--- src/rtl/mips_multicycle_control_pkg.sv ---
// Shared encodings for the multi-cycle MIPS controller: opcodes, functs,
// FSM states, ALU operations, PC sources and the decode rule.
package mips_multicycle_control_pkg;

  localparam logic [5:0] OP_RTYPE = 6'h00;
  localparam logic [5:0] OP_J     = 6'h02;
  localparam logic [5:0] OP_BEQ   = 6'h04;
  localparam logic [5:0] OP_BNE   = 6'h05;
  localparam logic [5:0] OP_ADDI  = 6'h08;
  localparam logic [5:0] OP_SLTI  = 6'h0A;
  localparam logic [5:0] OP_ANDI  = 6'h0C;
  localparam logic [5:0] OP_ORI   = 6'h0D;
  localparam logic [5:0] OP_LW    = 6'h23;
  localparam logic [5:0] OP_SW    = 6'h2B;

  localparam logic [5:0] FN_ADD = 6'h20;
  localparam logic [5:0] FN_SUB = 6'h22;
  localparam logic [5:0] FN_AND = 6'h24;
  localparam logic [5:0] FN_OR  = 6'h25;
  localparam logic [5:0] FN_SLT = 6'h2A;

  typedef enum logic [3:0] {
    S_FETCH, S_DECODE, S_EXEC_R, S_EXEC_I, S_MEM_ADDR, S_MEM_RD,
    S_MEM_WR, S_WB_ALU, S_WB_MEM, S_BRANCH, S_JUMP, S_TRAP
  } state_e;

  typedef enum logic [3:0] {
    ALU_ADD = 4'b0000,
    ALU_SUB = 4'b0001,
    ALU_AND = 4'b0010,
    ALU_OR  = 4'b0011,
    ALU_SLT = 4'b0100
  } alu_op_e;

  typedef enum logic [1:0] {
    PC_PLUS4  = 2'b00,
    PC_BRANCH = 2'b01,
    PC_JUMP   = 2'b10
  } pc_src_e;

  typedef enum logic [1:0] {
    CLS_OTHER, CLS_EXEC_R, CLS_EXEC_I, CLS_BRANCH
  } state_class_e;

  typedef struct packed {
    logic    imem_req;
    logic    dmem_req;
    logic    dmem_we;
    logic    ir_write;
    logic    pc_write;
    pc_src_e pc_src;
    logic    reg_dst;
    logic    alu_src;
    logic    rgf_write;
    logic    mem_to_reg;
    logic    illegal_op;
  } ctrl_t;

  // Successor of DECODE; anything unsupported lands in TRAP.
  function automatic state_e decode_next(input logic [5:0] opcode,
                                         input logic [5:0] funct);
    state_e nxt;
    nxt = S_TRAP;
    case (opcode)
      OP_RTYPE: begin
        case (funct)
          FN_ADD, FN_SUB, FN_AND, FN_OR, FN_SLT: nxt = S_EXEC_R;
          default:                               nxt = S_TRAP;
        endcase
      end
      OP_ADDI, OP_ANDI, OP_ORI, OP_SLTI: nxt = S_EXEC_I;
      OP_LW, OP_SW:                      nxt = S_MEM_ADDR;
      OP_BEQ, OP_BNE:                    nxt = S_BRANCH;
      OP_J:                              nxt = S_JUMP;
      default:                           nxt = S_TRAP;
    endcase
    return nxt;
  endfunction

endpackage

--- src/rtl/mips_multicycle_control_if.sv ---
// Controller <-> datapath/memory signal bundle; master is the controller.
interface mips_multicycle_control_if #(
  parameter int CNT_W = 32
);
  logic [5:0]       opcode;
  logic [5:0]       funct;
  logic             alu_zero;
  logic             imem_ack;
  logic             dmem_ack;
  logic             imem_req;
  logic             dmem_req;
  logic             dmem_we;
  logic             ir_write;
  logic             pc_write;
  logic [1:0]       pc_src;
  logic             reg_dst;
  logic             alu_src;
  logic             rgf_write;
  logic             mem_to_reg;
  logic [3:0]       alu_op;
  logic             illegal_op;
  logic [CNT_W-1:0] retired;

  modport master (
    input  opcode, funct, alu_zero, imem_ack, dmem_ack,
    output imem_req, dmem_req, dmem_we, ir_write, pc_write, pc_src, reg_dst,
           alu_src, rgf_write, mem_to_reg, alu_op, illegal_op, retired
  );

  modport slave (
    output opcode, funct, alu_zero, imem_ack, dmem_ack,
    input  imem_req, dmem_req, dmem_we, ir_write, pc_write, pc_src, reg_dst,
           alu_src, rgf_write, mem_to_reg, alu_op, illegal_op, retired
  );
endinterface

--- src/rtl/mips_alu_decoder.sv ---
// ALU operation select from captured opcode/funct and the current state class.
// Purely combinational so the pipelined controller can reuse it unchanged.
module mips_alu_decoder
  import mips_multicycle_control_pkg::*;
(
  input  logic [5:0]   opcode,
  input  logic [5:0]   funct,
  input  state_class_e state_class,
  output alu_op_e      alu_op
);

  always_comb begin
    alu_op = ALU_ADD;
    case (state_class)
      CLS_EXEC_R: begin
        case (funct)
          FN_SUB:  alu_op = ALU_SUB;
          FN_AND:  alu_op = ALU_AND;
          FN_OR:   alu_op = ALU_OR;
          FN_SLT:  alu_op = ALU_SLT;
          default: alu_op = ALU_ADD;
        endcase
      end
      CLS_EXEC_I: begin
        case (opcode)
          OP_ANDI: alu_op = ALU_AND;
          OP_ORI:  alu_op = ALU_OR;
          OP_SLTI: alu_op = ALU_SLT;
          default: alu_op = ALU_ADD;
        endcase
      end
      CLS_BRANCH: alu_op = ALU_SUB;
      default:    alu_op = ALU_ADD;
    endcase
  end

endmodule

--- src/rtl/mips_multicycle_control.sv ---
// Multi-cycle MIPS control FSM: sequences fetch/decode/execute/memory/writeback,
// drives all datapath selects and enables, and counts retired instructions.
module mips_multicycle_control
  import mips_multicycle_control_pkg::*;
#(
  parameter int CNT_W = 32
) (
  input logic                      clk,
  input logic                      reset,
  mips_multicycle_control_if.master bus
);

  localparam logic [CNT_W-1:0] CNT_ONE = 1;

  state_e           state_q, state_d;
  logic [5:0]       opcode_q, funct_q;
  logic [CNT_W-1:0] retired_q;
  logic             retire;
  ctrl_t            ctrl;
  state_class_e     state_class;
  alu_op_e          alu_op_dec;

  // NOTE: sequential state uses non-blocking assignments so every register
  // samples the pre-edge values of the others.
  always_ff @(posedge clk or negedge reset) begin
    if (!reset) begin
      state_q   <= S_FETCH;
      opcode_q  <= '0;
      funct_q   <= '0;
      retired_q <= '0;
    end else begin
      state_q <= state_d;
      if (state_q == S_DECODE) begin
        opcode_q <= bus.opcode;
        funct_q  <= bus.funct;
      end
      if (retire) retired_q <= retired_q + CNT_ONE;
    end
  end

  // NOTE: every signal written here gets a default first, so no latch is inferred.
  always_comb begin
    state_d = state_q;
    ctrl    = '0;
    retire  = 1'b0;
    case (state_q)
      S_FETCH: begin
        ctrl.imem_req = 1'b1;
        if (bus.imem_ack) begin
          ctrl.ir_write = 1'b1;
          ctrl.pc_write = 1'b1;
          state_d       = S_DECODE;
        end
      end
      S_DECODE: state_d = decode_next(bus.opcode, bus.funct);
      S_EXEC_R: state_d = S_WB_ALU;
      S_EXEC_I: begin
        ctrl.alu_src = 1'b1;
        state_d      = S_WB_ALU;
      end
      S_WB_ALU: begin
        ctrl.rgf_write = 1'b1;
        ctrl.reg_dst   = (opcode_q == OP_RTYPE);
        retire         = 1'b1;
        state_d        = S_FETCH;
      end
      S_MEM_ADDR: begin
        ctrl.alu_src = 1'b1;
        state_d      = (opcode_q == OP_SW) ? S_MEM_WR : S_MEM_RD;
      end
      S_MEM_RD: begin
        ctrl.dmem_req = 1'b1;
        if (bus.dmem_ack) state_d = S_WB_MEM;
      end
      S_MEM_WR: begin
        ctrl.dmem_req = 1'b1;
        ctrl.dmem_we  = 1'b1;
        if (bus.dmem_ack) begin
          retire  = 1'b1;
          state_d = S_FETCH;
        end
      end
      S_WB_MEM: begin
        ctrl.rgf_write  = 1'b1;
        ctrl.mem_to_reg = 1'b1;
        retire          = 1'b1;
        state_d         = S_FETCH;
      end
      S_BRANCH: begin
        ctrl.pc_src   = PC_BRANCH;
        ctrl.pc_write = (opcode_q == OP_BNE) ? ~bus.alu_zero : bus.alu_zero;
        retire        = 1'b1;
        state_d       = S_FETCH;
      end
      S_JUMP: begin
        ctrl.pc_src   = PC_JUMP;
        ctrl.pc_write = 1'b1;
        retire        = 1'b1;
        state_d       = S_FETCH;
      end
      S_TRAP: ctrl.illegal_op = 1'b1;
      default: state_d = S_FETCH;
    endcase
    // Gate on the live reset so no request or enable can pulse while it is low.
    if (!reset) begin
      ctrl   = '0;
      retire = 1'b0;
    end
  end

  always_comb begin
    case (state_q)
      S_EXEC_R: state_class = CLS_EXEC_R;
      S_EXEC_I: state_class = CLS_EXEC_I;
      S_BRANCH: state_class = CLS_BRANCH;
      default:  state_class = CLS_OTHER;
    endcase
  end

  mips_alu_decoder u_alu_decoder (
    .opcode      (opcode_q),
    .funct       (funct_q),
    .state_class (state_class),
    .alu_op      (alu_op_dec)
  );

  assign bus.imem_req   = ctrl.imem_req;
  assign bus.dmem_req   = ctrl.dmem_req;
  assign bus.dmem_we    = ctrl.dmem_we;
  assign bus.ir_write   = ctrl.ir_write;
  assign bus.pc_write   = ctrl.pc_write;
  assign bus.pc_src     = ctrl.pc_src;
  assign bus.reg_dst    = ctrl.reg_dst;
  assign bus.alu_src    = ctrl.alu_src;
  assign bus.rgf_write  = ctrl.rgf_write;
  assign bus.mem_to_reg = ctrl.mem_to_reg;
  assign bus.illegal_op = ctrl.illegal_op;
  assign bus.alu_op     = reset ? alu_op_dec : ALU_ADD;
  assign bus.retired    = retired_q;

endmodule

--- src/flat_wrapper.sv ---
// flat-port wrapper written by rule: the top's interface ports become plain ports
module mips_multicycle_control_flat import mips_multicycle_control_pkg::*;
#(
  parameter int CNT_W = 32
)
  (clk, reset, bus_opcode, bus_funct, bus_alu_zero, bus_imem_ack, bus_dmem_ack, bus_imem_req, bus_dmem_req, bus_dmem_we, bus_ir_write, bus_pc_write, bus_pc_src, bus_reg_dst, bus_alu_src, bus_rgf_write, bus_mem_to_reg, bus_alu_op, bus_illegal_op, bus_retired);
  mips_multicycle_control_if #(.CNT_W(CNT_W)) bus_i ();
  input logic clk;
  input logic reset;
  input wire logic [$bits(bus_i.opcode)-1:0] bus_opcode;
  input wire logic [$bits(bus_i.funct)-1:0] bus_funct;
  input wire logic [$bits(bus_i.alu_zero)-1:0] bus_alu_zero;
  input wire logic [$bits(bus_i.imem_ack)-1:0] bus_imem_ack;
  input wire logic [$bits(bus_i.dmem_ack)-1:0] bus_dmem_ack;
  output wire logic [$bits(bus_i.imem_req)-1:0] bus_imem_req;
  output wire logic [$bits(bus_i.dmem_req)-1:0] bus_dmem_req;
  output wire logic [$bits(bus_i.dmem_we)-1:0] bus_dmem_we;
  output wire logic [$bits(bus_i.ir_write)-1:0] bus_ir_write;
  output wire logic [$bits(bus_i.pc_write)-1:0] bus_pc_write;
  output wire logic [$bits(bus_i.pc_src)-1:0] bus_pc_src;
  output wire logic [$bits(bus_i.reg_dst)-1:0] bus_reg_dst;
  output wire logic [$bits(bus_i.alu_src)-1:0] bus_alu_src;
  output wire logic [$bits(bus_i.rgf_write)-1:0] bus_rgf_write;
  output wire logic [$bits(bus_i.mem_to_reg)-1:0] bus_mem_to_reg;
  output wire logic [$bits(bus_i.alu_op)-1:0] bus_alu_op;
  output wire logic [$bits(bus_i.illegal_op)-1:0] bus_illegal_op;
  output wire logic [$bits(bus_i.retired)-1:0] bus_retired;
  assign bus_i.opcode = bus_opcode;
  assign bus_i.funct = bus_funct;
  assign bus_i.alu_zero = bus_alu_zero;
  assign bus_i.imem_ack = bus_imem_ack;
  assign bus_i.dmem_ack = bus_dmem_ack;
  assign bus_imem_req = bus_i.imem_req;
  assign bus_dmem_req = bus_i.dmem_req;
  assign bus_dmem_we = bus_i.dmem_we;
  assign bus_ir_write = bus_i.ir_write;
  assign bus_pc_write = bus_i.pc_write;
  assign bus_pc_src = bus_i.pc_src;
  assign bus_reg_dst = bus_i.reg_dst;
  assign bus_alu_src = bus_i.alu_src;
  assign bus_rgf_write = bus_i.rgf_write;
  assign bus_mem_to_reg = bus_i.mem_to_reg;
  assign bus_alu_op = bus_i.alu_op;
  assign bus_illegal_op = bus_i.illegal_op;
  assign bus_retired = bus_i.retired;
  mips_multicycle_control #(.CNT_W(CNT_W)) u_core (.clk(clk), .reset(reset), .bus(bus_i));
endmodule
--- config.mk ---
export PLATFORM = sky130hd
export DESIGN_NAME = mips_multicycle_control_flat
export DESIGN_NICKNAME = d
export VERILOG_FILES = /design/src/rtl/mips_multicycle_control_pkg.sv /design/src/rtl/mips_multicycle_control_if.sv /design/src/rtl/mips_alu_decoder.sv /design/src/rtl/mips_multicycle_control.sv /design/src/flat_wrapper.sv
export SDC_FILE = /design/constraint.sdc
export NUM_CORES = 1
export LEC_CHECK = 0
export ABC_AREA = 1
export CAP_MARGIN = 20
export CELL_PAD_IN_SITES_DETAIL_PLACEMENT = 1
export CELL_PAD_IN_SITES_GLOBAL_PLACEMENT = 1
export CORE_AREA = 2 2 87 89
export DETAILED_ROUTE_END_ITERATION = 10
export DIE_AREA = 0 0 89 91
export DONT_BUFFER_PORTS = 1
export PLACE_DENSITY_LB_ADDON = 0.12
export SLEW_MARGIN = 15
export SYNTH_ARGS = -nofsm -noshare
export SYNTH_HDL_FRONTEND = slang
export SYNTH_SLANG_ARGS = --single-unit
--- constraint.sdc ---
create_clock -name clk -period 4.5 [get_ports clk]
set_clock_uncertainty 0.15 [all_clocks]
set_input_delay 0.675 -clock clk [delete_from_list [all_inputs] [get_ports clk]]
set_output_delay 0.675 -clock clk [all_outputs]
set_load 0.005 [all_outputs]
# --- Word-level counts from Yosys, hierarchy flattened ---
# Index checks and enable logic that the tools add are counted.
totals:
  latchBits: 0
  rom_bits: 0
  wordCells: 89
  ff_bits: 48
  ramBits: 0
  memories: 0
  out_inout_bits: 48
op_classes:
  n_mul: 0
  muxes: 29
  div: 0
  n_eq_ne: 40
  shift: 0
  order_cmp: 0
  reduce_logical: 13
  bitwise_logic: 2
  n_addsub: 1
ops:
  columns: ["cell", "n"]
  rows:
  - ["$eq 6x6->1 const B", 12]
  - ["$eq 6x4->1 const B", 7]
  - ["$add 32x1->32 const B", 1]
  - ["$pmux 4 s7", 1]
  - ["$mux 4", 5]
  - ["$pmux 4 s5", 1]
  - ["$eq 6x3->1 const B", 3]
  - ["$eq 4x3->1 const B", 4]
  - ["$eq 4x4->1 const B", 4]
  - ["$logic_not 6->1", 2]
  - ["$mux 1", 12]
  - ["$mux 12", 1]
  - ["$pmux 3 s4", 1]
  - ["$pmux 4 s3", 1]
  - ["$reduce_or 2->1", 6]
  - ["$pmux 3 s3", 1]
  - ["$eq 4x2->1 const B", 2]
  - ["$reduce_or 4->1", 2]
  - ["$eq 6x2->1 const B", 1]
  - ["$ne 2x2->1 const B", 3]
  - ["$pmux 2 s3", 1]
  - ["$reduce_or 5->1", 1]
  - ["$eq 2x2->1 const B", 2]
  - ["$eq 4x1->1 const B", 1]
  - ["8 further kinds", 10]

# --- Depth between registers and ports, before layout ---
# Gate-level depths: netlist (run 1).
logic_depth:
  depth_word: 5
  mapped_depth: 12

# --- By module ---
# Synthesis (run 1) repeated with hierarchy kept, for this count alone.
hier_totals:
  cells_unflattened: 535
  area_unflattened_um2: 3326.9
by_module_without_submodules:
  columns: ["mod", "area_per_inst_um2", "cells_each", "n_inst"]
  rows:
  - ["mips_multicycle_control", 3146.8, 495, 1]
  - ["mips_alu_decoder", 180.2, 40, 1]

# --- Worst setup path before layout (run 1) ---
# Ideal clock, no wire load.
synth_path:
  path_kind: "reg-to-output"
  from: "register u_core.state_q[2]"
  to: "output port bus_alu_op[1]"
  path_slack_ps: 2396
  arrival_time_ps: 1279
  n_path_buf: 0
  path_stages_with_launch: 5
  path_cell_list: "dfrtp_1 > nor2_1 > nand2_1 > or3_1 > a21oi_1"
synth_via:
  elab_chain_cells: 5
  word_cells_on_any_way: 9
  cone_classes: "6 x eq/ne; 3 x mux"
synth_lines:
  columns: ["element", "line_no", "rtl"]
  rows:
  - ["from (decl)", "mips_multicycle_control.sv:15", "state_e state_q, state_d;"]
  - ["from (signal assigned)", "mips_multicycle_control.sv:32", "state_q <= state_d;"]
  - ["$eq 4x4->1 / $eq 4x2->1 (equally long branches)", "mips_multicycle_control.sv:112", "case (state_q)"]
  - ["$pmux 2 s3 (*)", "mips_multicycle_control.sv:112", null]
  - ["$eq 2x2->1 / $eq 2x1->1 (equally long branches)", "mips_alu_decoder.sv:14", "case (state_class)"]
  - ["$pmux 4 s3 (*)", "mips_alu_decoder.sv:14", null]
  - ["$mux 4 (*)", "mips_multicycle_control.sv:138", "assign bus.alu_op = reset ? alu_op_dec : ALU_ADD;"]
  - ["to (decl)", "flat_wrapper.sv:25", "output wire logic [$bits(bus_i.alu_op)-1:0] bus_alu_op;"]
# Mark *: on every way between the ends. The rest lies on a longest branch, timed or not.

# --- Worst setup path in the final report (run 1) ---
# Same ends and word-level chain as after synthesis.

==> flow_summary.json, run 1 <==
{
  "outcome": "completed",
  "ant_nets": 0,
  "hold_viol_final": 0,
  "synth_commonest_cells": "nand2_1, nor2_1, inv_1",
  "synth_top_family_by_area": "simple AND/OR/NAND/NOR gates",
  "p_per_area_nw_per_um2": 464.3,
  "cts_buffers": 5,
  "synth-adder-area-share_pct": 0.3840,
  "ys_ff_latch": 48,
  "clk_pin_slew_ns": 0.10,
  "power_switching_uw": 670.9,
  "cts_tree": "built",
  "max_freq_mhz": 377.4,
  "clock_tree.root_cell": "clkbuf_8",
  "drive_gt1_share_pct": 3.654,
  "setup_viol": 0,
  "synthCells": 521,
  "drtIter0Drc": 85,
  "startpoint_type": "flop",
  "min_path_type": "input port to async pin",
  "clk_latency_ns": 0.30,
  "first_pass_iters": 4,
  "tns_ns": 0,
  "combPwrFrac_pct": 34.2,
  "ys_warn_count": 0,
  "initial_core_util_pct": 45.65,
  "track_usage_pct": 24.69,
  "h-tree-depth": 2,
  "syn2layout_area_growth_pct": 6.490,
  "cts_resized": 0,
  "clock_sinks": 48,
  "fp.dieH_um": 91,
  "hpwl_um": 7232,
  "yosysMostFrequentCell": "nand2_1",
  "path_max_fanout": 7,
  "viasPerCell": 5.168,
  "slowest_delay_ns": 0.40,
  "clk_path_buf_depth": 2,
  "power.leakage_nw": 1.623,
  "ir_worst_vdd_mv": 0.2340,
  "worstSetupPathType": "flop to output port",
  "drt-met1-wl_um": 3715,
  "crit_required_ns": 3.67,
  "hold_slack_ns": 0.05613,
  "port_buffers": 0,
  "core_sq_um": 7137,
  "power_frac_seq_pct": 43.2,
  "min_period_ns": 2.649,
  "grt_first_pass_wirelength_um": 15770,
  "cts_hold_buf": 1,
  "maxCapViolations": 0,
  "cp_num_buf_inv": 0,
  "syn_avg_cell_area_sq_um": 6.254,
  "worstPathArrival_ns": 1.82,
  "layout.nets": 538,
  "min_period_over_period_pct": 58.87,
  "p_clk_share_pct": 22.6,
  "synth-main-ff-cell": "dfrtp_1",
  "grt_max_degree": 49,
  "async_flop_share_pct": 100.0,
  "synthSimpleGateAreaFrac_pct": 44.43,
  "gp_congestion": 0.9053,
  "p_int_uw": 940.0,
  "wl_met3_um": 479,
  "synth_area_sq_um": 3258,
  "cp_slowest_cell": "dfrtp_1",
  "slew_violations": 0,
  "wirelength_um": 9369,
  "antenna_cells": 0,
  "rows": 31,
  "rsz0062_at_grt": "false",
  "met2_length_um": 4926,
  "synthMuxAreaShare_pct": 0,
  "top_layer_used": "met4",
  "dieArea_sq_um": 8099,
  "vias": 3199,
  "drc": 0,
  "crit_family": "simple AND/OR/NAND/NOR gates",
  "path_cells": "nor2_1 > nand2_1 > or3_1 > a21oi_1",
  "power_switching_share_pct": 41.65,
  "synth_top_area_share_pct": 36.87,
  "grt_antenna_before_repair": 0,
  "syn-num-nets": 539,
  "critPathCaptureType": "output port",
  "synth_edf_count": 0,
  "gr-total-overflow": 0,
  "yosys.area.top_type": "dfrtp_1",
  "synth_xor_area_share_pct": 2.688,
  "synth-seq-area-share_pct": 36.87,
  "netlist-cell-type-count": 28,
  "total_power_mw": 1.611,
  "routedWlPerCell_um": 15.14,
  "synth_top_cells_by_area": "dfrtp_1, nand2_1, nor2_1",
  "first_global_vias": 3426,
  "synth_compound_area_share_pct": 6.375,
  "cts_setup_buffers": 0,
  "ios": 65,
  "die_x_um": 89
}
## metal layers
layer,GRT usage (%),vias up
li1,-,1609
met4,8.955,0
met2,45.52,59
met5,0,-
met3,5.364,16
met1,26.94,1515
## sequential cells by signal, indices dropped and copies added (netlist names)
| register | cells |
|---|---|
| u_core.bus.retired | 32 |
| u_core.funct_q | 6 |
| u_core.opcode_q | 6 |
| u_core.state_q | 4 |
## worst register-to-register path: cells and delay by family, from the launching register on
| family | cells | cell delay [ns] |
|---|---|---|
| flops | 1 | 0.40 |
| buf+inv | 1 | 0.29 |
| simple gates | 5 | 1.03 |
| compound gates | 2 | 0.27 |
## logic make-up (layout without fill, tap and decap cells)
| group | Yosys count | after routing |
|---|---|---|
| AO/OA/AOI/OAI | 39 | 39 |
| XOR/XNOR | 10 | 10 |
| adder cells (fa/ha/maj) | 1 | 1 |
| buffers and inverters | 69 | 68 |
| flip-flops | 48 | 48 |
| other | 1 | 1 |
| AND/OR/NAND/NOR | 353 | 353 |
## path summary, 6_finish.rpt
| path | from | end | slack [ns] | cells past startpoint |
|---|---|---|---|---|
| max | u_core.state_q[2] | bus_alu_op[1] | 1.85 | 4 |
| min | reset | u_core.bus.retired[11] | 0.06 | 1 |
| max reg2reg | u_core.state_q[3] | u_core.bus.retired[14] | 2.24 | 8 |
| min reg2reg | u_core.funct_q[4] | u_core.funct_q[4] | 0.33 | 2 |
| max in group asynchronous | reset | u_core.state_q[2] | 3.92 | 1 |
| min in group clk | u_core.funct_q[4] | u_core.funct_q[4] | 0.33 | 2 |
## through the flow
step / setup slack (ns) / util [%] / instance area [sq um] / cells
4_1_cts: 1.812 / 48.62 / 3470 / 619
5_1_grt: 1.685 / 48.62 / 3470 / 619
6_report: 1.851 / 48.62 / 3470 / 619
3_3_place_gp: 2.066 / 46.42 / 3313 / 611
3_5_place_dp: 1.988 / 46.42 / 3313 / 611
2_1_floorplan: 2.396 / - / 3258 / 521
## placed cells by master, fill, tap and decap left out
cell type  instances
a21oi_1            7
a31oi_1            1
and2_1             1
buf_16             1
buf_4              1
bufinv_16          2
clkbuf_8           5
conb_1             1
dfrtp_1           48
ha_1               1
inv_1             57
inv_2              2
nand2_1          208
nand2_4            1
nand3_1           26
nand3b_1           6
nand4_1            7
nor2_1            78
nor2_2             4
nor3_1            20
o2111ai_1          1
o21ai_0           26
o21ai_1            2
o21ai_2            2
or2_2              1
or3_1              1
xnor2_1            2
xor2_1             8
## power by group through the flow
stage / logic [mW] / clock network, mW / registers [mW]
after floorplan: 0.460 / 0 / 0.662
after global placement: 0.525 / 0 / 0.697
after detailed placement: 0.547 / 0 / 0.703
after CTS: 0.560 / 0.375 / 0.696
after global routing: 0.649 / 0.390 / 0.717
final: 0.552 / 0.364 / 0.695
## layout make-up
type	instances	area [sq um]
multi-input combinational	404	1759
sequential	48	1201
tap	99	123.9
fill	1012	3667
timing repair buffer	2	35.03
inverter	59	221.5
clock inverter	2	60.06
clock buffer	5	68.82
(Power assumes the default switching activity.)
==> run 2, diff against run 1 <==
--- a/config.mk
+++ b/config.mk
@@ -9,9 +9,9 @@
 export CAP_MARGIN = 20
 export CELL_PAD_IN_SITES_DETAIL_PLACEMENT = 1
 export CELL_PAD_IN_SITES_GLOBAL_PLACEMENT = 1
-export CORE_AREA = 2 2 87 89
+export CORE_AREA = 2 2 94 96
 export DETAILED_ROUTE_END_ITERATION = 10
-export DIE_AREA = 0 0 89 91
+export DIE_AREA = 0 0 96 98
 export DONT_BUFFER_PORTS = 1
 export PLACE_DENSITY_LB_ADDON = 0.12
 export SLEW_MARGIN = 15
==> constraint.sdc (replaced) <==
create_clock -name clk -period 2.2 [get_ports clk]
set_clock_uncertainty 0.15 [all_clocks]
set_input_delay 0.33 -clock clk [delete_from_list [all_inputs] [get_ports clk]]
set_output_delay 0.33 -clock clk [all_outputs]
set_load 0.005 [all_outputs]
==> flow_summary.json, run 2 (synthesized netlist as in run 1, its figures left out) <==
{
  "path_max_fanout": 5,
  "die_x_um": 96,
  "min_period_ns": 2.091,
  "crit_required_ns": 1.72,
  "grt_antenna_before_repair": 1,
  "cts_tree": "built",
  "h-tree-depth": 2,
  "syn2layout_area_growth_pct": 10.75,
  "antenna_cells": 0,
  "clk_path_buf_depth": 2,
  "largest_reg_flops": 32,
  "drtIter0Drc": 116,
  "worstPathArrival_ns": 1.61,
  "gr-total-overflow": 0,
  "track_usage_pct": 22.62,
  "viasPerCell": 5.160,
  "hold_viol_final": 0,
  "crit_top_cell": "nand2_1",
  "wirelength_um": 10130,
  "ios": 65,
  "ant_nets": 0,
  "rsz0062_at_grt": "false",
  "setup_viol": 0,
  "grt_first_pass_wirelength_um": 16830,
  "clock_tree.root_cell": "clkbuf_8",
  "fp.dieH_um": 98,
  "hpwl_um": 7709,
  "worstSetupPathType": "flop to output port",
  "min_path_type": "input port to flop",
  "outcome": "completed",
  "slew_violations": 0,
  "rows": 34,
  "startpoint_type": "flop",
  "timing.final.ws_setup_ns": 0.1093,
  "p_per_area_nw_per_um2": 926.2,
  "routedWlPerCell_um": 15.75,
  "cp_slowest_cell": "dfrtp_1",
  "path_cells": "nand2_1 > inv_1 > nand2_1 > or3_1 > a21oi_1",
  "tns_ns": 0,
  "drive_gt1_share_pct": 4.860,
  "clk_latency_ns": 0.31,
  "power.leakage_nw": 1.678,
  "cts_setup_buffers": 0,
  "cts_buffers": 5,
  "ir_worst_vdd_mv": 0.3830,
  "grt_max_degree": 49,
  "maxCapViolations": 0,
  "min_period_over_period_pct": 95.03,
  "dieArea_sq_um": 9408,
  "core_sq_um": 8466,
  "vias": 3318,
  "initial_core_util_pct": 38.49,
  "layout_commonest_cell": "nand2_1",
  "port_buffers": 0,
  "first_global_vias": 3396,
  "gp_congestion": 0.8920,
  "slowest_delay_ns": 0.46,
  "worstHoldStart": "bus_funct[3]",
  "layout_common_cells": "nand2_1, nor2_1, inv_1",
  "dp_slack_ns": 0.2856,
  "timing.rr.start": "u_core.state_q[0]",
  "first_pass_iters": 4,
  "clk_pin_slew_ns": 0.10,
  "layout.nets": 552,
  "cp-startpoint": "u_core.state_q[0]",
  "max_freq_mhz": 478.3,
  "clock_sinks": 48,
  "drc": 0,
  "critPathCaptureType": "output port"
}
==> run 2: cell type report <==
cell class / count / area (sq um)
multi-input cells: 404 / 1759
repair buffers: 16 / 175.2
well taps: 108 / 135.1
flip-flops and latches: 48 / 1202
clock inverters: 3 / 46.29
fillers: 1107 / 4857
clock buffers: 5 / 68.82
inverters: 59 / 221.5
==> run 2: final timing paths <==
kind,to,cells past startpoint,slack (ns)
max,bus_alu_op[1],5,0.11
min,u_core.funct_q[3],2,0.01
max reg2reg,u_core.bus.retired[8],8,0.26
min reg2reg,u_core.funct_q[4],2,0.35
max in group asynchronous,u_core.state_q[1],2,1.26
min in group asynchronous,u_core.bus.retired[4],2,0.39
==> run 2: through the flow <==
step	cells	hold slack (ns)	power [mW]	util, %	cell area, sq um
finish	643	0.01185	3.342	42.62	3608
global route	643	0.02458	3.631	42.62	3608
CTS	643	0.01604	3.373	42.61	3607
detailed placement	625	-0.1143	2.646	39.86	3374
global placement	625	-0.1143	2.591	39.86	3374
floorplan	521	-0.1156	2.295	-	3258
==> run 2: where the power goes <==
group	switching [mW]	internal, mW
clock	0.343	0.343
sequential	0.290	1.14
combinational	0.838	0.392
total	1.47	1.87
==> run 2: critical path: cells and delay by family, from the launching register on <==
family / cells / cell delay (ns)
simple gates: 3 / 0.57
flops: 1 / 0.46
compound gates: 1 / 0.17
buf+inv: 1 / 0.10
==> run 2: per-layer routing <==
metal | track usage [%] | vias up | wire length [um]
met4 | 5.714 | 0 | 199
met5 | 0 | - | 0
li1 | - | 1647 | -
met2 | 41.61 | 79 | 5285
met1 | 26.87 | 1578 | 4270
met3 | 3.395 | 14 | 371
==> run 2: what timing repair did <==
item                                   in CTS  in global routing
setup endpoints to repair                   0                  1
gates resized for setup                     0                  1
endpoints found under the hold margin      56                  0
hold buffers                               10                  0
==> run 3, diff against run 2 <==
--- a/config.mk
+++ b/config.mk
@@ -13,6 +13,7 @@
 export DETAILED_ROUTE_END_ITERATION = 10
 export DIE_AREA = 0 0 96 98
 export DONT_BUFFER_PORTS = 1
+export MAX_ROUTING_LAYER = met4
 export PLACE_DENSITY_LB_ADDON = 0.12
 export SLEW_MARGIN = 15
 export SYNTH_ARGS = -nofsm -noshare
==> flow_summary.json, run 3 (synthesized netlist as in run 1, its figures left out) <==
{
  "critPathCaptureType": "output port",
  "cts_buffers": 5,
  "drtIter0Drc": 104,
  "worstHoldStart": "bus_funct[3]",
  "clk_latency_ns": 0.31,
  "timing.rr.start": "u_core.state_q[0]",
  "port_buffers": 0,
  "cp_num_buf_inv": 1,
  "p_clk_share_pct": 20.4,
  "p_int_mw": 1.874,
  "rows": 34,
  "grt_first_pass_wirelength_um": 17080,
  "ir_worst_vdd_mv": 0.4184,
  "power_switching_share_pct": 43.76,
  "clk_path_buf_depth": 2,
  "combPwrFrac_pct": 36.9,
  "clock_tree.root_cell": "clkbuf_8",
  "wl_met3_um": 357,
  "min_period_ns": 2.108,
  "layout_common_cells": "nand2_1, nor2_1, inv_1",
  "cts_tree": "built",
  "r2r-end": "u_core.bus.retired[19]",
  "cp_slowest_cell": "dfrtp_1",
  "whs_path_depth": 2,
  "crit_family": "simple AND/OR/NAND/NOR gates",
  "max_freq_mhz": 474.3,
  "drc": 0,
  "largest_reg_flops": 32,
  "grt_antenna_before_repair": 1,
  "setup_viol": 0,
  "layout_commonest_cell": "nand2_1",
  "vias": 3253,
  "grt_max_degree": 49,
  "path_cells": "nand2_1 > inv_1 > nand2_1 > or3_1 > a21oi_1",
  "cts_setup_buffers": 0,
  "wirelength_um": 10090,
  "layout.nets": 552,
  "ios": 65,
  "p_per_area_nw_per_um2": 921.6,
  "total_power_mw": 3.332,
  "hpwl_um": 7785,
  "die_x_um": 96,
  "crit_top_cell": "nand2_1",
  "track_usage_pct": 23.43,
  "clk_pin_slew_ns": 0.09,
  "power.leakage_nw": 1.678,
  "slowest_delay_ns": 0.45,
  "min_period_over_period_pct": 95.84,
  "syn2layout_area_growth_pct": 10.98,
  "min_path_type": "input port to flop",
  "viasPerCell": 5.051,
  "worstPathArrival_ns": 1.63,
  "fp.dieH_um": 98,
  "first_pass_iters": 4,
  "power_switching_mw": 1.458,
  "gr-total-overflow": 0,
  "met2_length_um": 5343,
  "path_max_fanout": 5,
  "rsz0062_at_grt": "false",
  "clock_sinks": 48,
  "startpoint_type": "flop",
  "top_layer_used": "met4",
  "dieArea_sq_um": 9408,
  "hold_end": "u_core.funct_q[3]",
  "power_frac_seq_pct": 42.7,
  "placed_cell_area_sq_um": 3374,
  "maxCapViolations": 0,
  "r2r_setup_slack_ns": 0.27,
  "initial_core_util_pct": 38.49,
  "slew_violations": 0,
  "ant_nets": 0,
  "worstSetupPathType": "flop to output port",
  "drive_gt1_share_pct": 5.234,
  "outcome": "completed",
  "r2r_cells": 9,
  "tns_ns": 0,
  "drt-met1-wl_um": 4177,
  "h-tree-depth": 2,
  "gp_congestion": 0.9190,
  "stdcell_area_sq_um": 3616,
  "crit_required_ns": 1.72,
  "core_sq_um": 8466,
  "hold_viol_final": 0,
  "first_global_vias": 3531,
  "routedWlPerCell_um": 15.66
}
-- run 3: cell types whose count changed in the layout (fill, tap and decap cells not counted) --
cell / delta
diode_2: +1
nand2_1: -1
nand2_2: +1
nor2_1: -1
nor2_2: +1
-- run 3: area by class of cell --
class / instances / area, sq um
fill: 1118 / 4850
multi-input combinational: 404 / 1764
sequential: 48 / 1202
inverter: 59 / 221.5
timing repair buffer: 16 / 175.2
tap: 108 / 135.1
clock buffer: 5 / 68.82
clock inverter: 3 / 46.29
antenna: 1 / 2.502
-- run 3: power groups by stage --
| stage | logic [mW] | registers, mW | clock network (mW) |
|---|---|---|---|
| 6_report | 1.23 | 1.42 | 0.681 |
| 5_1_grt | 1.42 | 1.47 | 0.738 |
| 4_1_cts | 1.24 | 1.42 | 0.704 |
| 3_5_place_dp | 1.20 | 1.44 | 0 |
| 3_3_place_gp | 1.16 | 1.43 | 0 |
| 2_1_floorplan | 0.941 | 1.35 | 0 |
-- run 3: how the worst max path moves through the flow --
| stage | from | endpoint | slack (ns) | cells after the start |
|---|---|---|---|---|
| 3_5_place_dp | u_core.state_q[0] | u_core.bus.retired[19] | 0.26 | 9 |
| 4_1_cts | u_core.state_q[0] | bus_alu_op[1] | 0.1 | 5 |
| 2_1_floorplan | u_core.state_q[2] | bus_alu_op[1] | 0.44 | 4 |
| 6_report | u_core.state_q[0] | bus_alu_op[1] | 0.09 | 5 |
| 3_3_place_gp | u_core.state_q[3] | u_core.bus.retired[16] | 0.31 | 8 |
| 5_1_grt | u_core.state_q[0] | bus_alu_op[1] | 0.03 | 5 |
-- run 3: what timing repair did --
action / in CTS / in global routing
hold buffers: 10 / 0
endpoints found under the hold margin: 56 / 0
resized for setup: 0 / 3
setup endpoints to repair: 0 / 1
-- run 3: layer usage --
metal | vias up | global-route usage [%]
met5 | - | -
li1 | 1639 | -
met2 | 62 | 42.15
met3 | 12 | 4.475
met4 | 0 | 5.934
met1 | 1540 | 26.05
-- run 3: per-stage QoR --
stage	setup slack (ns)	utilization, %	hold slack (ns)	std cells
CTS	0.09976	42.61	0.01289	643
global route	0.02726	42.71	0.03532	644
global placement	0.3054	39.86	-0.1142	625
finish	0.09155	42.71	0.01784	644
floorplan	0.4411	-	-0.1156	521
detailed placement	0.2617	39.86	-0.1142	625
==> variant (settings of run 2) <==
Make the reset (`reset`) synchronous in one clocked block.
--- a/src/rtl/mips_multicycle_control.sv
+++ b/src/rtl/mips_multicycle_control.sv
@@ -23,5 +23,5 @@
   // NOTE: sequential state uses non-blocking assignments so every register
   // samples the pre-edge values of the others.
-  always_ff @(posedge clk or negedge reset) begin
+  always_ff @(posedge clk) begin
     if (!reset) begin
       state_q   <= S_FETCH;
Check against the original RTL: differs if reset is asserted again (counterexample within 4 cycles, from zero or initial values and one cycle with reset low); with reset held inactive, the same outputs for 10 cycles.
==> variant against run 2 <==
Critical path depth up 3. Core utilization down 1.8 points. Global-route usage down 0.29 points. Largest cell class unchanged. Sequential share of layout area down 5.3 points. Wire length up 0.13%. Total power down 15%. Area after synthesis down 4.8%. Final area down 4.3%. Sequential cell count unchanged. Fmax down 1.3%. Clock power up 6.3%. Worst setup slack worse by 0.028 ns.
==> variant: results (changes against run 2) <==
[synthesis]
ys_warn_count = 0  ; unchanged
synth-adder-area-share_pct = 0.403  ; +0.019 points
synthesis.nets = 533  ; -1.1%
synth_compound_gate_area_share_pct = 14.3  ; +7.9 points
synth_cell_type_count = 38  ; +36%
ys_top_cells_by_area = dfxtp_1, nand2_1, nor2_1, inv_1, a21oi_1
synth_top_cells_by_count = nand2_1, nor2_1, inv_1, dfxtp_1, a21oi_1
synth.area.mux_share_pct = 0  ; unchanged
synth_xor_area_share_pct = 1.41  ; -1.3 points
synth-main-ff-cell = dfxtp_1
avgSynthCellArea_um2 = 6.02  ; -3.7%
yosysSeqAreaShare_pct = 31.0  ; -5.9 points
async_flop_share_pct = 0  ; -100 points

[worst_setup_path]
path_max_fanout = 5  ; unchanged
crit_slowest_cell = dfxtp_4
crit_path_max_incr_delay_ns = 0.40  ; -0.06 ns
crit_family = flip-flops
cp.arrival_ns = 1.64  ; +0.03 ns
reg2reg_depth = 9  ; +1

[grt]
grt_pass1_wl_um = 16600  ; -1.3%
antenna_found_initial = 0  ; -1
grt_start_max_net_pins = 34  ; -31%
grt_pass1_vias = 3447  ; +1.5%
grt_usage_pct = 22.3  ; -0.29 points

[sta]
hold_violations = 0  ; unchanged

[power_and_ir_drop]
power_switching_uw = 1130  ; -23%
ir_drop_uv = 414  ; +8.1%
power_leakage_uw = 0.00126  ; -25%

[cells_and_area]
layout.nets = 541  ; -2.0%
drive_above_1_share_pct = 10.5  ; +5.6 points
fill_cells = 1147  ; +3.6%
largest_reg_flops = 32  ; unchanged

[worst_hold_path]
hold_path.class = primary input to register
min_delay_path_depth = 2  ; unchanged

[status]
outcome = complete, no violations

[clock_network]
insertion_delay_ns = 0.31  ; about the same
h-tree-depth = 2  ; unchanged
cts_made_buffers = 5  ; unchanged
clk_pin_slew_ns = 0.10  ; about the same
ctsLongestPathBuffers = 2  ; unchanged
cts-root-buf = clkbuf_8

[placed_design]
place_hpwl_um = 7900  ; +2.5%
numPortBuffers = 0  ; unchanged
pre_cts_ws_ns = 0.131  ; -0.155 ns
gp_congestion = 0.880  ; -1.4%
placed_cells = 620  ; -0.80%

[route]
wl_um = 10100  ; +0.13%
drt-initial-drc-count = 79  ; -32%
drtPass1Iterations = 4  ; unchanged
vias = 3311  ; -0.21%
avgRoutedWirePerCell_um = 16.0  ; +1.9%

variant: cell types whose count changed after synthesis, moves of 5 or more:
cell / delta
a21oi_1: +35
dfrtp_1: -48
dfxtp_1: +48
inv_1: +7
nand2_1: -67
nor2_1: -10
nor3_1: +5
o21ai_1: +7
variant: worst paths after layout:
check | slack, ns | start | end
setup / recovery | 0.08 | u_core.state_q[0]$_SDFFE_PN0P_ | bus_alu_op[0]
hold / removal | 0.02 | reset | u_core.funct_q[1]$_SDFFE_PN0P_
setup reg to reg | 0.26 | u_core.bus.retired[8]$_SDFFE_PN0P_ | u_core.bus.retired[20]$_SDFFE_PN0P_
hold reg to reg | 0.36 | u_core.bus.retired[7]$_SDFFE_PN0P_ | u_core.bus.retired[7]$_SDFFE_PN0P_
variant: timing repair:
action / in CTS / in global routing
endpoints found under the hold margin: 8 / 0
gates resized for setup: 4 / 11
endpoints found under the setup margin: 4 / 4
pin swaps: 0 / 3
hold buffers: 1 / 0
setup buffers: 0 / 3
variant: cell families (layout without fill, tap and decap cells):
family / after synthesis / after routing
other: 1 / 1
flip-flops: 48 / 48
adder cells (fa/ha/maj): 1 / 1
AO/OA/AOI/OAI: 83 / 83
AND/OR/NAND/NOR: 294 / 294
XOR/XNOR: 5 / 5
buffers and inverters: 83 / 92
variant: stage by stage:
step	hold slack (ns)	area (µm²)	setup TNS (ns)
3_5_place_dp	0.310	3240	0
3_3_place_gp	0.306	3240	0
5_1_grt	0.00754	3450	-0.0234
2_1_floorplan	0.300	3100	0
6_report	0.0156	3450	0
4_1_cts	0.00291	3390	0
variant: layer usage:
| layer | global-route usage [%] | up-vias | wire length (µm) |
|---|---|---|---|
| met4 | 8.02 | 0 | 219 |
| met2 | 39.7 | 73 | 5190 |
| met1 | 25.8 | 1555 | 4210 |
| li1 | - | 1666 | - |
| met5 | 0 | - | 0 |
| met3 | 4.71 | 17 | 513 |
variant: cell type report:
| cell class | instances | area share [%] |
|---|---|---|
| clock buffer | 7 | 2.79 |
| clock inverter | 1 | 0.870 |
| inverter | 70 | 7.76 |
| multi-input combinational | 384 | 53.5 |
| sequential | 48 | 28.1 |
| tap | 108 | 3.91 |
| timing repair buffer | 14 | 3.12 |
variant: power groups by stage:
| stage | clock network, µW | registers, µW | logic (µW) |
|---|---|---|---|
| final | 729 | 1160 | 962 |
| after global routing | 773 | 1180 | 1090 |
| after CTS | 742 | 1150 | 902 |
| after detailed placement | 0 | 1160 | 887 |
| after global placement | 0 | 1150 | 861 |
| after floorplan | 0 | 1130 | 685 |
